$ cat src/rtl/fetch_m.sv
// ----------------------------------------------------------------------------
// fetch_m : LEGv8 instruction-fetch stage
//
// Purpose
//   Holds the program counter and requests instruction words from
//   instruction memory over a req/ack interface. Fetched words are kept in a
//   small FIFO together with the byte address they came from. The FIFO head
//   goes to the decoder under a valid/ready handshake. A taken branch
//   redirects the PC to branchPC + (immediate * 4) and flushes everything
//   that was fetched down the old path.
//
// Handshakes
//   Memory side: imemReq/imemAddr describe one request. The request
//     completes in the first cycle in which imemReq && imemAck. If imemReq
//     drops before an ack arrives, memory treats the request as cancelled.
//     At most one request is outstanding.
//   Decoder side: instrValid/instruction/instrPC form a standard valid/ready
//     source. The head transfers in any cycle where instrValid && instrReady.
//     While instrValid && !instrReady, the head stays unchanged.
//
// Parameters
//   RESET_PC  PC loaded by reset. Bits [1:0] must be zero.
//   DEPTH     Number of FIFO entries. Must be a power of two, >= 2.
//
// Ports
//   clk          in   1   clock, rising edge
//   rst_n        in   1   asynchronous active-low reset
//   imemReq      out  1   fetch request
//   imemAddr     out  32  byte address of the requested word
//   imemAck      in   1   request accepted; imemData valid this cycle
//   imemData     in   32  instruction word
//   instrValid   out  1   FIFO head valid toward the decoder
//   instrReady   in   1   decoder accepts the head this cycle
//   instruction  out  32  head instruction word (registered)
//   instrPC      out  32  byte address of the head instruction (registered)
//   branchTaken  in   1   redirect strobe
//   branchPC     in   32  PC of the resolved branch
//   immediate    in   32  signed word offset
//   fetchCount   out  32  instructions delivered to the decoder
//                         (only when FETCH_PERF_EN is defined)
//
// Configuration
//   FETCH_PERF_EN  When defined, adds the fetchCount output and its counter.
//                  When undefined, the port and counter are absent.
// ----------------------------------------------------------------------------
module fetch_m #(
    parameter logic [31:0] RESET_PC = 32'h0000_0000,
    parameter int          DEPTH    = 2
) (
    input  logic        clk,
    input  logic        rst_n,
    output logic        imemReq,
    output logic [31:0] imemAddr,
    input  logic        imemAck,
    input  logic [31:0] imemData,
    output logic        instrValid,
    input  logic        instrReady,
    output logic [31:0] instruction,
    output logic [31:0] instrPC,
    input  logic        branchTaken,
    input  logic [31:0] branchPC,
    input  logic [31:0] immediate
`ifdef FETCH_PERF_EN
    ,
    output logic [31:0] fetchCount
`endif
);

    localparam int               PTR_W    = (DEPTH > 1) ? $clog2(DEPTH) : 1;
    localparam int               CNT_W    = PTR_W + 1;
    localparam logic [CNT_W-1:0] FULL_CNT = CNT_W'(DEPTH);

    // ------------------------------------------------------------------
    // State
    // ------------------------------------------------------------------
    logic [31:0]      r_pc;
    logic [PTR_W-1:0] r_wr_ptr;
    logic [PTR_W-1:0] r_rd_ptr;
    logic [CNT_W-1:0] r_count;
    logic [31:0]      r_instr;
    logic [31:0]      r_instr_pc;

    // The buffer storage needs no reset: an entry is never read before it
    // has been written, because occupancy is tracked by r_count.
    logic [31:0]      r_mem_data [DEPTH];
    logic [31:0]      r_mem_pc   [DEPTH];

    // ------------------------------------------------------------------
    // Combinational control
    // ------------------------------------------------------------------
    logic             w_full;
    logic             w_empty;
    logic             w_fetch_en;
    logic             w_push;
    logic             w_pop;
    logic [31:0]      w_target;
    logic [31:0]      w_pc_inc;
    logic [PTR_W-1:0] w_wr_ptr_nxt;
    logic [PTR_W-1:0] w_rd_ptr_nxt;
    logic [CNT_W-1:0] w_count_nxt;
    logic             w_head_from_push;
    logic [31:0]      w_head_data;
    logic [31:0]      w_head_pc;
    logic             w_unused_imm_hi;

    assign w_full  = (r_count == FULL_CNT);
    assign w_empty = (r_count == '0);

    // A request is made only when the buffer has room, no redirect is
    // happening this cycle, and reset is released. Because a request is never
    // raised while full, an ack can never arrive into a full buffer.
    assign w_fetch_en = rst_n && !w_full && !branchTaken;

    // An ack counts only against a live request. During a redirect cycle the
    // request is withdrawn, so an ack in that cycle is dropped here.
    assign w_push = imemAck && w_fetch_en;

    // A redirect kills any pop in the same cycle; the entry is flushed anyway.
    assign w_pop  = !w_empty && instrReady && !branchTaken;

    // The immediate is a word offset. Bits [31:30] are shifted out, which
    // gives the modulo-2^32 byte offset.
    assign w_target        = branchPC + {immediate[29:0], 2'b00};
    assign w_unused_imm_hi = &{1'b0, immediate[31:30]};

    // Wraps 32'hFFFF_FFFC -> 0 through natural 32-bit overflow.
    assign w_pc_inc = r_pc + 32'd4;

    // Pointers wrap modulo DEPTH through natural overflow (DEPTH is 2^PTR_W).
    assign w_wr_ptr_nxt = w_push ? (r_wr_ptr + PTR_W'(1)) : r_wr_ptr;
    assign w_rd_ptr_nxt = w_pop  ? (r_rd_ptr + PTR_W'(1)) : r_rd_ptr;

    always_comb begin
        w_count_nxt = r_count;
        case ({w_push, w_pop})
            2'b10:   w_count_nxt = r_count + CNT_W'(1);
            2'b01:   w_count_nxt = r_count - CNT_W'(1);
            default: w_count_nxt = r_count;
        endcase
    end

    // The next head is the word being written this cycle in one case: the
    // next read pointer lands on the slot the write pointer is filling. This
    // happens on a push into an empty buffer, or on a push and pop together
    // when only one entry is held. Otherwise, the next head is already in
    // storage.
    assign w_head_from_push = w_push && (w_rd_ptr_nxt == r_wr_ptr);

    always_comb begin
        w_head_data = r_mem_data[w_rd_ptr_nxt];
        w_head_pc   = r_mem_pc[w_rd_ptr_nxt];
        if (w_head_from_push) begin
            w_head_data = imemData;
            w_head_pc   = r_pc;
        end
    end

    // ------------------------------------------------------------------
    // Sequential state
    // ------------------------------------------------------------------
    always_ff @(posedge clk or negedge rst_n) begin
        if (!rst_n) begin
            r_pc       <= RESET_PC;
            r_wr_ptr   <= '0;
            r_rd_ptr   <= '0;
            r_count    <= '0;
            r_instr    <= '0;
            r_instr_pc <= '0;
        end else if (branchTaken) begin
            // Redirect: new PC, buffer flushed. The output registers keep
            // their last value, and instrValid drops with r_count.
            r_pc     <= w_target;
            r_wr_ptr <= '0;
            r_rd_ptr <= '0;
            r_count  <= '0;
        end else begin
            if (w_push) begin
                r_pc <= w_pc_inc;
            end
            r_wr_ptr <= w_wr_ptr_nxt;
            r_rd_ptr <= w_rd_ptr_nxt;
            r_count  <= w_count_nxt;
            // Reload the head registers only when something will be
            // presented. When the buffer drains, they hold their last value.
            if (w_count_nxt != '0) begin
                r_instr    <= w_head_data;
                r_instr_pc <= w_head_pc;
            end
        end
    end

    always_ff @(posedge clk) begin
        if (w_push) begin
            r_mem_data[r_wr_ptr] <= imemData;
            r_mem_pc[r_wr_ptr]   <= r_pc;
        end
    end

`ifdef FETCH_PERF_EN
    logic [31:0] r_fetch_count;

    // Counts every transfer to the decoder. A pop is already suppressed
    // during a redirect. Wraps at 2^32.
    always_ff @(posedge clk or negedge rst_n) begin
        if (!rst_n) begin
            r_fetch_count <= '0;
        end else if (w_pop) begin
            r_fetch_count <= r_fetch_count + 32'd1;
        end
    end

    assign fetchCount = r_fetch_count;
`endif

    // ------------------------------------------------------------------
    // Outputs
    // ------------------------------------------------------------------
    assign imemReq     = w_fetch_en;
    assign imemAddr    = r_pc;
    assign instrValid  = !w_empty;
    assign instruction = r_instr;
    assign instrPC     = r_instr_pc;

endmodule

$ cat config.mk
export PLATFORM = sky130hd
export DESIGN_NAME = fetch_m
export DESIGN_NICKNAME = d
export VERILOG_FILES = /design/src/rtl/fetch_m.sv
export SDC_FILE = /design/constraint.sdc
export NUM_CORES = 1
export LEC_CHECK = 0
export ABC_CLOCK_PERIOD_IN_PS = 8100
export BUFFER_PORTS_ARGS = -buffer_cell sky130_fd_sc_hd__buf_2
export CELL_PAD_IN_SITES_DETAIL_PLACEMENT = 0
export CELL_PAD_IN_SITES_GLOBAL_PLACEMENT = 1
export CORE_ASPECT_RATIO = 1.5
export CORE_MARGIN = 2
export CORE_UTILIZATION = 48
export DETAILED_ROUTE_END_ITERATION = 12
export HOLD_SLACK_MARGIN = 0.05
export PLACE_DENSITY = 0.87
export SYNTH_ARGS = -nofsm -noshare
export SYNTH_HDL_FRONTEND = slang
export SYNTH_SLANG_ARGS = --single-unit
$ cat constraint.sdc
create_clock -name clk -period 8.1 [get_ports clk]
set_input_delay 1.62 -clock clk [delete_from_list [all_inputs] [get_ports clk]]
set_output_delay 1.62 -clock clk [all_outputs]
set_load 0.005 [all_outputs]
# [Yosys cells after proc, flatten, opt, wreduce, memory -nomap -nowiden]
# Memory sizes are Yosys's and may differ from the RTL's. A register that Yosys moved wholly into a read port is not among the register bits.
# Cells that the tools add are included.
[word_totals] register_bits=36 ram_bits=128 in_bits=101 word_cells=40 n_memories=2
[mem_list] name="r_mem_data" depth=2 width=32 rd=1 rd_ports_with_merged_regs=1 wr=1 line_no="85" text="logic [31:0] r_mem_data [DEPTH];"
[mem_list] name="r_mem_pc" depth=2 width=32 rd=1 rd_ports_with_merged_regs=1 wr=1 line_no="86" text="logic [31:0] r_mem_pc [DEPTH];"
[op_classes] addsub=6 n_eq_ne=3 mux=10 bitwise=1 reduce_logical=14
[ops] op="2-to-1 mux 32 bit" count=2
[ops] op="adder 32 x 3 -> 32 bit, second input constant" count=1
[ops] op="adder 32 bit" count=1
[ops] op="2-to-1 mux 1 bit" count=6
[ops] op="logical AND 1 bit" count=5
[ops] op="logical NOT 1 bit" count=5
[ops] op="equality test 2 bit, second input constant" count=2
[ops] op="case mux 2 bit (2 select lines)" count=1
[ops] op="nonzero test 2 bit" count=2
[ops] op="adder 1 bit, second input constant" count=2
[ops] op="adder 2 x 1 -> 2 bit, second input constant" count=1
[ops] op="equality test 2 x 1 -> 1 bit, second input constant" count=1
[ops] op="logical NOT 2 bit" count=1
[ops] op="2-to-1 mux 2 bit" count=1
[ops] op="AND reduction 2 bit" count=1
[ops] op="subtractor 2 x 1 -> 2 bit, second input constant" count=1
[ops] op="NOT 1 bit" count=1

# [Longest topological paths before layout]
[logic_depth] depth_word=9 depth_mapped=14

# [Worst setup path after synthesis]
# Ideal clock, no wire load.
[synth_timing] kind="input-to-reg" from="input port branchTaken" to="memory r_mem_data[0][0] (enable)" setup_time_ns=0.488 arrival_time_ns=4.778 t_required_ns=7.612 slack_ns=2.834 stages=4 cell_sequence="and4b_1 buf_4 inv_2 nor2_1"
[synth_between] elab_chain_cells=5
[synth_lines] item="start: declaration" line_no="60" text="input logic branchTaken,"
[synth_lines] item="logical NOT 1 bit" line_no="112" text="assign w_fetch_en = rst_n && !w_full && !branchTaken;"
[synth_lines] item="logical AND 1 bit" line_no="112"
[synth_lines] item="logical AND 1 bit" line_no="116" text="assign w_push = imemAck && w_fetch_en;"
[synth_lines] item="2-to-1 mux 1 bit" line_no="193" text="if (w_push) begin"
[synth_lines] item="2-to-1 mux 1 bit (implied by the code)" line_no="194" text="r_mem_data[r_wr_ptr] <= imemData;"
[synth_lines] item="end: declaration" line_no="85"
# Every way passes these cells.

# [Worst setup path after layout]
[layout_timing] from="input port branchTaken" to="register r_instr[30] (netlist: instruction[30]) (read register of r_mem_data)"
[layout_between] elab_chain_cells=7
[layout_lines] item="logical NOT 1 bit" line_no="112, 119"
[layout_lines] item="logical AND 1 bit" line_no="112"
[layout_lines] item="logical AND 1 bit" line_no="116"
[layout_lines] item="equality test 2 x 1 -> 1 bit or equality test 2 bit (tied branches)" line_no="135" text="case ({w_push, w_pop})"
[layout_lines] item="case mux 2 bit (2 select lines)" line_no="135"
[layout_lines] item="nonzero test 2 bit" line_no="185" text="if (w_count_nxt != '0) begin"
[layout_lines] item="AND reduction 2 bit (no line)"
[layout_lines] item="end: declaration" line_no="80" text="logic [31:0] r_instr;"
# Parallel ways exist; a longest one is shown, timed or not.
# A chain may end at the register's enable or synchronous reset.

==> metrics.md <==
| Metric | Value |
|---|---|
| GRT Overall Usage | 0.200 |
| Slew Limit Fails | 0 |
| Worst setup startpoint | branchTaken |
| Synth area leaders | edfxtp_1, dfrtp_1, mux2_2 |
| R2R cell count | 11 |
| Post-CTS setup buffer count | 0 |
| Crit-path cells | buf_2 > and4b_1 > inv_2 > ha_1 > xnor2_1 > o21ai_0 > a21oi_1 > nor2_4 > buf_4 > nand2_1 > o21ai_1 |
| Power density over cell area | 255 nW/um2 |
| CTS Hold Bufs | 0 |
| Post-Synth Adder-Cell Area | 0.0365 |
| Ports | 199 |
| Part of the cycle the worst path needs | 0.608 |
| Startpoint Class | input pin |
| Total CTS buffers | 21 |
| Sequential cell area fraction in the yosys report | 0.567 |
| Max H-tree Level | 1 |
| Yosys top cell by area | edfxtp_1 |
| WL final | ~25,000 um |
| RSZ-0062 raised after global routing | no |
| Worst rel slew slack | 0.371 |
| Crit-path max cell delay | 800 ps |
| Hpwl dp | 16,900 um |
| Core Footprint | 23,000 um2 |
| Synth top area share | 0.344 |
| CP Capture Type | register |
| Hold_sp | instrPC[11] |
| Largest net degree at the start of global routing | 93 |
| Final setup viols | 0 |
| Syn_area_per_cell | 12.2 um2 |
| Syn Std Cell Area | approximately 11,000 um2 |
| Hold Fails Final Rpt | 0 |
| Die ar. | 24,600 um2 |
| LEAKAGE | 5.83 nW |
| Largest family of logic cells by synthesized area | multiplexers |
| Input/output buffers | 196 |
| Layout Area Growth over Synthesis | 16.5% |
| Post_cts resized | 0 |
| WL per Instance | 17.7 um |
| First-pass GRT wire length | ~39,000 um |
| Vias | 7,680 |
| N_diodes | 0 |
| Yosys Warn Count | 0 |
| Crit path to | instruction[30] |
| Critical-path maximum fanout | 92 |
| Worst Path Required | 8500 ps |
| Crit path kind | in2reg |
| Setup TNS | 0 ps |
| Min Hold Slack | 478 ps |
| Vias/cell | 5.49 |
| Std-Cell Rows | 68 |
| Synthesized instance count | 920 |
| Synth Area in Compound Gates | 0.104 |
| Router iterations before antenna repair | 5 |
| Mux cell area share after synthesis | 0.133 |
| Synth Register Bits | between 200 and 250 |
| CP arrival | about 5300 ps |
| GR Overflow Total | 0 |
| CTS Buffer Depth | 3 |
| Die width | approximately 130 um |
| Initial antenna violation count | 0 |
| Total Nets Final | 1,237 |
| Number of flops mapped to enable cells by yosys | 128 |
| Filler Cell Count | around 2,000 |
| Routability cong. | 0.811 |
| Num Clock Sinks | approximately 230 |
| Run status | completed |
| VDD IR-drop max | 0.131 mV |
| Syn nets | 1,053 |
| CTS tree | built |
| Share of layout cells above drive strength 1 | 0.284 |
| Most common cell after layout, fill and taps aside | buf_2 |
| Peak Freq | 203 MHz |
| Xor/xnor cell area share of the yosys netlist | 0.0431 |
| Synth cell types | 65 |
| R2r endpoint | instruction[30] |
| Final min period | 4920 ps |
| Simple-Gate Fraction of Synth Area | 0.0927 |
| DRC viols | 0 |
| R2R Setup Slk | 3920 ps |
| Starting Density | 0.487 |
| HP Class | reg2reg |
| Most frequent cells in the layout | buf_2, edfxtp_1, nand2_1, dfrtp_1, mux2i_1 |
| Clock root buffer | clkbuf_16 |
| Top FF cell, synth | edfxtp_1 |
| Antenna violation net count after detailed routing | 0 |
| Clock Skew | about 12 ps |
| Drt initial violations | 374 |
| Max Cap Violations | 0 |
| Number of global-route vias before repair | slightly below 8,000 |
| Reg clk slew, reported paths | roughly 60 ps |
| Fraction of registers with async set/reset | 0.439 |
| Clock Latency Late Sink | 490 ps |
| Die H | 191 um |
| Worst Tran Pin Value | 944 ps |
| Critical R2R Launch | r_count[0] |
| Critical path's slowest cell | buf_4 |
## logic make-up (layout without fill, tap and decap cells)
logic type,after synthesis,after routing
buffers and inverters,50,248
adders and majority gates,32,32
xor gates and xnor gates,52,52
AOI/OAI and AO/OA,195,195
DFF,228,228
and+or+nand+nor,223,223
muxes,140,140
## worst max-delay path, delay by kind of cell
kind	cells	cell delay [ps]
compound gates	3	420
xor+xnor	1	140
fa+ha+maj	1	270
buf+inv	3	1190
simple gates	3	1600
## synth_stat cells, types with 23 or more instances
cell type  count
edfxtp_1     128
nor2_1        48
o21ai_1       62
mux2i_1       74
nand2_1      106
dfrtp_1      100
a21oi_1       47
ha_1          31
mux2_2        66
o21ai_0       23
xnor2_1       29
## layout make-up
type	count	area, um2	share of cell area
sequential	228	6350	0.487
clock inverter	5	53.8	0.00413
tap	280	350	0.0269
timing repair buffer	203	1040	0.0795
multi-input combinational	642	4600	0.353
inverter	8	30.0	0.00230
clock buffer	32	617	0.0473
## flip-flops by register name, summed over array words and instances, names as in the netlist
| name | cells |
|---|---|
| r_rd_ptr | 1 |
| instruction | 32 |
| r_mem_pc | 64 |
| r_mem_data | 64 |
| imemAddr | 32 |
| instrPC | 32 |
| r_wr_ptr | 1 |
| r_count | 2 |
## worst min-delay path by stage
stage / slack, ps / cells past startpoint / end
floorplan: 470 / 2 / instruction[12]
global placement: 460 / 2 / instruction[6]
detailed placement: 470 / 2 / instruction[30]
CTS: 490 / 2 / instrPC[26]
global route: 510 / 2 / instruction[9]
finish: 480 / 2 / instrPC[11]
## power breakdown
part | internal (W) | switching, W | total [W] | leakage [nW]
Combinational | 0.000348 | 0.000406 | 0.000754 | 3.12
Sequential | 0.00145 | 0.000154 | 0.00161 | 2.38
Clock | 0.000558 | 0.000407 | 0.000965 | 0.332
## per-stage QoR
step           cell area (um2)   util  worst slack (ps)  instances  total power, W
3_3_place_gp             12400  0.538              2760       1361         0.00236
5_1_grt                  13000  0.567              2830       1398         0.00352
4_1_cts                  13000  0.567              3160       1398         0.00336
3_5_place_dp             12400  0.538              2640       1361         0.00239
2_1_floorplan            11200      -              2830        920         0.00202
6_report                 13000  0.567              3180       1398         0.00333
## routing by layer
metal / up-vias / track usage / wire [um]
met4: 0 / 0.0631 / 689
met3: 43 / 0.0322 / 1080
met2: 176 / 0.368 / 13000
li1: 3743 / - / -
met5: - / 0 / 0
met1: 3718 / 0.236 / 10000
Note: power is estimated with default switching activity, not from simulation.
